<file path="src/rtl/risc_pkg.sv">
// Shared encodings for the load/store unit: FSM states, access-size codes
// and the byte-lane helpers used by the extract/merge datapath.
package risc_pkg;

  typedef enum logic [2:0] {
    ST_IDLE = 3'd0,
    ST_RD   = 3'd1,
    ST_CAP  = 3'd2,
    ST_WR   = 3'd3,
    ST_RSP  = 3'd4
  } lsu_state_e;

  localparam logic [1:0] SIZE_BYTE = 2'b00;
  localparam logic [1:0] SIZE_HALF = 2'b01;
  localparam logic [1:0] SIZE_WORD = 2'b10;
  localparam logic [1:0] SIZE_ILL  = 2'b11;

  localparam logic [31:0] LANE_MASK_BYTE = 32'h0000_00FF;
  localparam logic [31:0] LANE_MASK_HALF = 32'h0000_FFFF;

  // Bit offset of a little-endian byte lane within the 32-bit word.
  function automatic logic [4:0] lane_shift(input logic [1:0] byte_off);
    return {byte_off, 3'b000};
  endfunction

endpackage

</file>
<file path="src/rtl/lsu_lane_align.sv">
// Combinational lane logic: pulls a byte/half out of a read word and extends it,
// and merges right-justified store data into the matching lanes of a read word.
module lsu_lane_align
  import risc_pkg::*;
(
  input  logic [1:0]  size_i,
  input  logic        unsigned_i,
  input  logic [1:0]  byte_off_i,
  input  logic [31:0] rdata_i,
  input  logic [31:0] wdata_i,
  output logic [31:0] load_data_o,
  output logic [31:0] merged_o
);

  logic [7:0]  sel_byte;
  logic [15:0] sel_half;
  logic [4:0]  shift;
  logic [31:0] lane_mask;
  logic [31:0] wd_shifted;

  always_comb begin
    case (byte_off_i)
      2'd0:    sel_byte = rdata_i[7:0];
      2'd1:    sel_byte = rdata_i[15:8];
      2'd2:    sel_byte = rdata_i[23:16];
      default: sel_byte = rdata_i[31:24];
    endcase
    sel_half = byte_off_i[1] ? rdata_i[31:16] : rdata_i[15:0];

    load_data_o = rdata_i;
    case (size_i)
      SIZE_BYTE: load_data_o = unsigned_i ? {24'h0, sel_byte}
                                          : {{24{sel_byte[7]}}, sel_byte};
      SIZE_HALF: load_data_o = unsigned_i ? {16'h0, sel_half}
                                          : {{16{sel_half[15]}}, sel_half};
      default:   load_data_o = rdata_i;
    endcase
  end

  always_comb begin
    shift      = lane_shift(byte_off_i);
    lane_mask  = (size_i == SIZE_HALF) ? (LANE_MASK_HALF << shift)
                                       : (LANE_MASK_BYTE << shift);
    wd_shifted = wdata_i << shift;
    merged_o   = (size_i == SIZE_WORD) ? wdata_i
                                       : ((rdata_i & ~lane_mask) | (wd_shifted & lane_mask));
  end

endmodule

</file>
<file path="src/rtl/load_store_unit.sv">
// Single-outstanding load/store unit in front of a one-cycle-latency word memory.
// Sub-word stores are done as read-modify-write; bad requests answer with resp_err.
module load_store_unit
  import risc_pkg::*;
#(
  parameter int ADDR_W    = 32,
  parameter int MEM_WORDS = 256
) (
  input  logic              clk,
  input  logic              reset,
  input  logic              req_valid,
  output logic              req_ready,
  input  logic              req_store,
  input  logic [1:0]        req_size,
  input  logic              req_unsigned,
  input  logic [ADDR_W-1:0] req_addr,
  input  logic [31:0]       req_wdata,
  output logic              resp_valid,
  output logic [31:0]       resp_rdata,
  output logic              resp_err,
  output logic [ADDR_W-1:0] address,
  output logic              mem_write,
  output logic              mem_read,
  output logic [31:0]       write_data,
  input  logic [31:0]       read_data
);

  localparam logic [ADDR_W-1:0] MEM_WORDS_A = ADDR_W'(MEM_WORDS);

  lsu_state_e        state_q, state_d;
  logic              store_q;
  logic              unsigned_q;
  logic              err_q;
  logic [1:0]        size_q;
  logic [ADDR_W-1:0] addr_q;
  logic [31:0]       wdata_q;
  logic [31:0]       rdata_q;

  logic              accept;
  logic              req_err;
  logic [31:0]       load_data;
  logic [31:0]       merged;

  // Ready is withheld while reset is held so nothing is accepted mid-reset.
  assign req_ready = (state_q == ST_IDLE) && !reset;
  assign accept    = req_valid && req_ready;

  always_comb begin
    req_err = 1'b0;
    case (req_size)
      SIZE_HALF: req_err = req_addr[0];
      SIZE_WORD: req_err = |req_addr[1:0];
      SIZE_ILL:  req_err = 1'b1;
      default:   req_err = 1'b0;
    endcase
    if ({2'b00, req_addr[ADDR_W-1:2]} >= MEM_WORDS_A) begin
      req_err = 1'b1;
    end
  end

  lsu_lane_align u_lane_align (
    .size_i      (size_q),
    .unsigned_i  (unsigned_q),
    .byte_off_i  (addr_q[1:0]),
    .rdata_i     (read_data),
    .wdata_i     (wdata_q),
    .load_data_o (load_data),
    .merged_o    (merged)
  );

  // Memory strobes and the response are decoded straight from the state so
  // they are zero everywhere except the one cycle that owns them.
  always_comb begin
    state_d    = state_q;
    mem_read   = 1'b0;
    mem_write  = 1'b0;
    address    = '0;
    write_data = '0;
    resp_valid = 1'b0;
    resp_err   = 1'b0;
    resp_rdata = '0;
    case (state_q)
      ST_IDLE: begin
        if (accept) begin
          if (req_err) begin
            state_d = ST_RSP;
          end else if (req_store && (req_size == SIZE_WORD)) begin
            state_d = ST_WR;
          end else begin
            state_d = ST_RD;
          end
        end
      end
      ST_RD: begin
        mem_read = 1'b1;
        address  = {addr_q[ADDR_W-1:2], 2'b00};
        state_d  = ST_CAP;
      end
      ST_CAP: begin
        state_d = store_q ? ST_WR : ST_RSP;
      end
      ST_WR: begin
        mem_write  = 1'b1;
        address    = {addr_q[ADDR_W-1:2], 2'b00};
        write_data = wdata_q;
        state_d    = ST_RSP;
      end
      ST_RSP: begin
        resp_valid = 1'b1;
        resp_err   = err_q;
        resp_rdata = rdata_q;
        state_d    = ST_IDLE;
      end
      default: state_d = ST_IDLE;
    endcase
  end

  always_ff @(posedge clk or posedge reset) begin
    if (reset) begin
      state_q    <= ST_IDLE;
      store_q    <= 1'b0;
      unsigned_q <= 1'b0;
      err_q      <= 1'b0;
      size_q     <= SIZE_BYTE;
      addr_q     <= '0;
      wdata_q    <= '0;
      rdata_q    <= '0;
    end else begin
      state_q <= state_d;
      if (accept) begin
        store_q    <= req_store;
        unsigned_q <= req_unsigned;
        err_q      <= req_err;
        size_q     <= req_size;
        addr_q     <= req_addr;
        wdata_q    <= req_wdata;
        rdata_q    <= '0;
      end
      // CAP reuses wdata_q for the merged word, so WR always writes wdata_q.
      if (state_q == ST_CAP) begin
        if (store_q) begin
          wdata_q <= merged;
        end else begin
          rdata_q <= load_data;
        end
      end
    end
  end

endmodule
</file>
<file path="config.mk">
export PLATFORM = sky130hd
export DESIGN_NAME = load_store_unit
export DESIGN_NICKNAME = d
export VERILOG_FILES = /design/src/rtl/risc_pkg.sv /design/src/rtl/lsu_lane_align.sv /design/src/rtl/load_store_unit.sv
export SDC_FILE = /design/constraint.sdc
export NUM_CORES = 1
export LEC_CHECK = 0
export CAP_MARGIN = 40
export CORE_MARGIN = 5
export CORE_UTILIZATION = 49
export DETAILED_ROUTE_END_ITERATION = 6
export PLACE_DENSITY = 0.86
export SLEW_MARGIN = 20
export SYNTH_ARGS = -nofsm -noshare
export SYNTH_HDL_FRONTEND = slang
export SYNTH_SLANG_ARGS = --single-unit
</file>
<file path="constraint.sdc">
create_clock -name clk -period 6.7 [get_ports clk]
set_input_delay 0.67 -clock clk [delete_from_list [all_inputs] [get_ports clk]]
set_output_delay 0.67 -clock clk [all_outputs]
set_load 0.01 [all_outputs]
</file>
# ---- Yosys cells after proc, flatten, opt, wreduce, memory -nomap -nowiden
# Index checks and enable logic that the tools add are counted.
dict set report totals {
  inputBits 103
  ff_bits 104
  latch_bits 0
  ram_bits 0
  wordCells 65
  out_inout_bits 101
  memories 0
  mem_bits_ro 0
}
dict set report op_classes {
  magnitude_cmp 1
  shift 3
  multipliers 0
  muxes 27
  addsub 0
  n_div 0
  bitwise_logic 4
  eq_ne 13
  reduce_logical 9
}
# op count
set op_table {}
lappend op_table {{$mux W32} 13}
lappend op_table {{$and A32 B32 Y32} 2}
lappend op_table {{$pmux W32 S2} 1}
lappend op_table {{$not A32 Y32} 1}
lappend op_table {{$or A32 B32 Y32} 1}
lappend op_table {{$shl A16 B5 Y32 const A} 1}
lappend op_table {{$shl A32 B5 Y32} 1}
lappend op_table {{$shl A8 B5 Y32 const A} 1}
lappend op_table {{$ge A30 B9 Y1 const B} 1}
lappend op_table {{$pmux W8 S3} 1}
lappend op_table {{$mux W16} 1}
lappend op_table {{$pmux W3 S4} 1}
lappend op_table {{$mux W3} 3}
lappend op_table {{$eq A2 B2 Y1 const B} 4}
lappend op_table {{$eq A2 B1 Y1 const B} 3}
lappend op_table {{$eq A3 B2 Y1 const B} 2}
lappend op_table {{$mux W1} 5}
lappend op_table {{$logic_not A2 Y1} 2}
lappend op_table {{$reduce_or A2 Y1} 2}
lappend op_table {{$eq A3 B1 Y1 const B} 1}
lappend op_table {{$eq A3 B3 Y1 const B} 1}
lappend op_table {{$logic_and A1 B1 Y1} 3}
lappend op_table {{$logic_not A3 Y1} 1}
lappend op_table {{$ne A3 B3 Y1 const B} 1}
lappend op_table {{4 further kinds} 4}

# ---- Longest topological paths before layout
dict set report logic_depth {
  ltp_word 8
  depth_mapped 7
  depth_no_buf 4
}

# ---- Cells and area by module
# From an unflattened synthesis, not the netlist that was laid out.
dict set report hier_totals {
  cells_unflattened 754
  hier_area_um2 6633.9
}
# module seq_area_each_um2 instances area_per_inst_um2 cells_each
set by_module_without_submodules {}
lappend by_module_without_submodules {load_store_unit 2602.5 1 5073.6 504}
lappend by_module_without_submodules {lsu_lane_align 0.0 1 1560.2 250}

# ---- Worst setup path before layout
# Ideal clock, no wire load.
dict set report synth_timing {
  kind {flip-flop to output port}
  startpoint {register state_q[0]}
  endpoint {output port resp_rdata[22]}
  slack_ns 4.611
  stages_incl_launch_ff 5
  n_path_buf 2
  t_arrival_ns 1.419
  required_time_ns 6.030
  path_cell_list {dfrtp_1 > buf_2 > nor3b_1 > clkbuf_1 > and2_1}
}
dict set report synth_via {
  elab_chain_len 2
}
# element line_no
set synth_lines {}
lappend synth_lines {{start: declaration} load_store_unit.sv:30} ;# lsu_state_e state_q, state_d;
lappend synth_lines {{start signal: assignment} load_store_unit.sv:129} ;# state_q <= state_d;
lappend synth_lines {{$eq A3 B3 Y1} load_store_unit.sv:82} ;# case (state_q)
lappend synth_lines {{$mux W32} load_store_unit.sv:82}
lappend synth_lines {{end: declaration} load_store_unit.sv:19} ;# output logic [31:0] resp_rdata,
# Every way passes these cells.

# ---- Final worst setup path
dict set report layout_timing {
  startpoint {register state_q[0]}
  endpoint {output port write_data[16]}
}
dict set report layout_via {
  elab_chain_len 2
}
# element line_no
set layout_lines {}
lappend layout_lines {{$eq A3 B2 Y1} load_store_unit.sv:82}
lappend layout_lines {{$mux W32} load_store_unit.sv:82}
lappend layout_lines {{end: declaration} load_store_unit.sv:24} ;# output logic [31:0] write_data,
# Every way passes these cells.

==> run summary <==
FF-to-FF Start = state_q[1]$_DFFE_PP0P_
Max-slew headroom at the worst pin = 0.442
Vias in the first global route = 5,579
Drt pass-1 iters = 6
Layout area overhead = 42.4%
Hold Vio Cnt, Final = 0
Hold EP = addr_q[18]$_DFFE_PP0P_
Flop pwr share = 0.454
GRT Residual Overflow = 0
Final #Nets = 876
Root Buffer = clkbuf_16
R2R setup slack = 4140 ps
Most common cell after layout, fill and taps aside = clkdlybuf4s50_1
ANT nets after route = 0
Post-CTS resize count = 0
Kind of critical path = flip-flop to output port
Fin crit share = 0.530
Clk pin slew, worst setup/hold paths = 70 ps
Synth warn = 0
Routed vias = 5,587
Number of enable flip-flop cells after synthesis = 0
CP bufs+invs = 2
Post-CTS Setup Bufs = 0
Vias per Instance = 6.07
Combinational share of power = 0.221
Final Critical Period = 3550 ps
Initial antenna violation count = 0
CTS Buf Count = 9
CP startpoint kind = flip-flop
Max-slew violations = 0
Iteration-0 DRC Markers = 605
Max Fclk = 282 MHz
GRT Total Usage = 0.271
Routability cong. = 0.943
Syn_area_per_cell = 9.74 sq um
Final HPWL DP = 14,500 um
Pint = 1.21 mW
Hold crit path type = flip-flop to flip-flop
CP Data Required Time = 6030 ps
Max cap viols = 0
Clock power frac = 0.325
Die width = 119 um
Unique cell type count in the Yosys netlist = 45
Async S/R FF share, synth = 1.00
P_leak = 3.50 nW
CTS tree = yes
Die ar. = 0.0142 sq mm
Psw = 0.484 mW
Worst-case clock buffer depth = 2
Ys flop type = dfrtp_1
Pwr dens = 203 mW/mm^2
Routed WL = 19,600 um
Most frequent cells in the layout = clkdlybuf4s50_1 (201), dfrtp_1 (104), a21oi_1 (90)
Largest net degree at the start of global routing = 56
DRC viols = 0
CTS Sinks = 104
Clock Skew = 8.71 ps
Synth Instances = 600
Fraction of power spent switching nets = 0.286
Post-Syn Area = 0.00584 sq mm
First-pass GRT wire length = 30,600 um
Die Y-Extent = 119 um
Hold Buf Count CTS = 0
Global route hottest layer = met2
CP Max Fanout = 37
Unrepaired setup endpoints after global routing = no
Met1 Use GR = 0.346
R2R depth = 5
Hold Crit Depth = 1
CP max-delay cell = nor2b_2
CTS H-tree lvls = 3
Flops & latches, synth = 104
CP max stage delay = 770 ps
Cell count after placement = 904
Outcome = finished clean
Worst setup EP type = output port
DR WL/cell = 21.2 um
Sequential share of the synthesized area = 0.445
Global-route met2 utilization = 0.443
Cells along the critical path = nor2b_2, buf_4, and3_1, clkdlybuf4s50_1
Setup TNS = 0 ps
Initial Utilization = 0.505
Grt met3 use = 0.0720
I/O pin cnt = 204
Arr. time, crit path = 2880 ps
VDD IR max = 0.127 mV
Layout cells sized above 1 = 0.0977
Filler-free cell count of the finished design = 921
CP delay by family, top = simple AND/OR/NAND/NOR gates
ANT cells = 0
Worst-Margin Slew = 834 ps
Site Rows = 39
Clk_lat worst skew = 350 ps
PortBufs = 201
Final setup fails = 0
Worst Min Path Start = addr_q[18]$_DFFE_PP0P_
Reg2reg end = wdata_q[6]$_DFFE_PP0P_
Placeable Area = 0.0116 sq mm
## metrics by stage
| stage | power, mW | hold WS (ps) | util | setup slack, ps | instance area [sq um] |
|---|---|---|---|---|---|
| after floorplan | 0.984 | 454 | - | 3300 | 5850 |
| after detailed placement | 1.14 | 473 | 0.692 | 3520 | 8000 |
| after CTS | 1.69 | 488 | 0.719 | 3140 | 8320 |
| after global placement | 1.12 | 465 | 0.681 | 3670 | 7880 |
| final | 1.69 | 483 | 0.720 | 3150 | 8320 |
| after global routing | 1.76 | 496 | 0.720 | 2910 | 8320 |
## cell type report
| class | instances | area, sq um |
|---|---|---|
| clock buffer | 12 | 267 |
| clock inverter | 4 | 51.3 |
| fill | 805 | 3240 |
| inverter | 3 | 13.8 |
| multi-input combinational | 441 | 3020 |
| sequential | 104 | 2600 |
| tap | 143 | 179 |
| timing repair buffer | 214 | 2190 |
## power groups by stage
stage          clock network (mW)  logic (mW)  registers (mW)
2_1_floorplan                   0       0.250           0.735
5_1_grt                     0.581       0.405           0.776
3_5_place_dp                    0       0.366           0.777
4_1_cts                     0.555       0.371           0.766
6_report                    0.549       0.375           0.768
3_3_place_gp                    0       0.338           0.778
## metal layers
metal  up-vias  wire length (um)
met4         0               615
met5         -                 0
met2       279              9590
met1      2715              7680
li1       2543                 -
met3        50              1680
## cell usage after synthesis (8+ instances only)
cell	n	area, sq um
o22ai_1	33	206
a21oi_1	90	450
nor4bb_1	9	90.1
mux2i_1	11	110
and2_1	64	400
o21a_1	8	60.1
and3_1	33	206
mux2_1	14	158
a2bb2oi_1	8	70.1
buf_2	11	55.1
mux2_2	39	439
nand2_1	39	146
clkbuf_1	34	128
dfrtp_1	104	2600
a22oi_1	14	105
a31oi_1	9	56.3
## logic make-up (layout without fill, tap and decap cells)
logic type	count (synthesis)	after routing	share of synthesized area
AND/OR/NAND/NOR	190	190	0.195
AO/OA/AOI/OAI	185	185	0.195
flip-flops	104	104	0.445
multiplexers	64	64	0.121
buffers and inverters	56	233	0.0428
other	1	2	0.000642
## worst max-delay path by stage
| stage | from | endpoint | slack, ps | depth (start not counted) |
|---|---|---|---|---|
| 2_1_floorplan | reset | async pin | 3300 | 1 |
| 3_3_place_gp | state_q[0]$_DFFE_PP0P_ | write_data[0] | 3670 | 4 |
| 3_5_place_dp | state_q[0]$_DFFE_PP0P_ | write_data[16] | 3520 | 4 |
| 4_1_cts | state_q[0]$_DFFE_PP0P_ | write_data[16] | 3140 | 4 |
| 5_1_grt | state_q[0]$_DFFE_PP0P_ | write_data[16] | 2910 | 4 |
| 6_report | state_q[0]$_DFFE_PP0P_ | write_data[16] | 3150 | 4 |
Power figures use the tool's default switching activity.
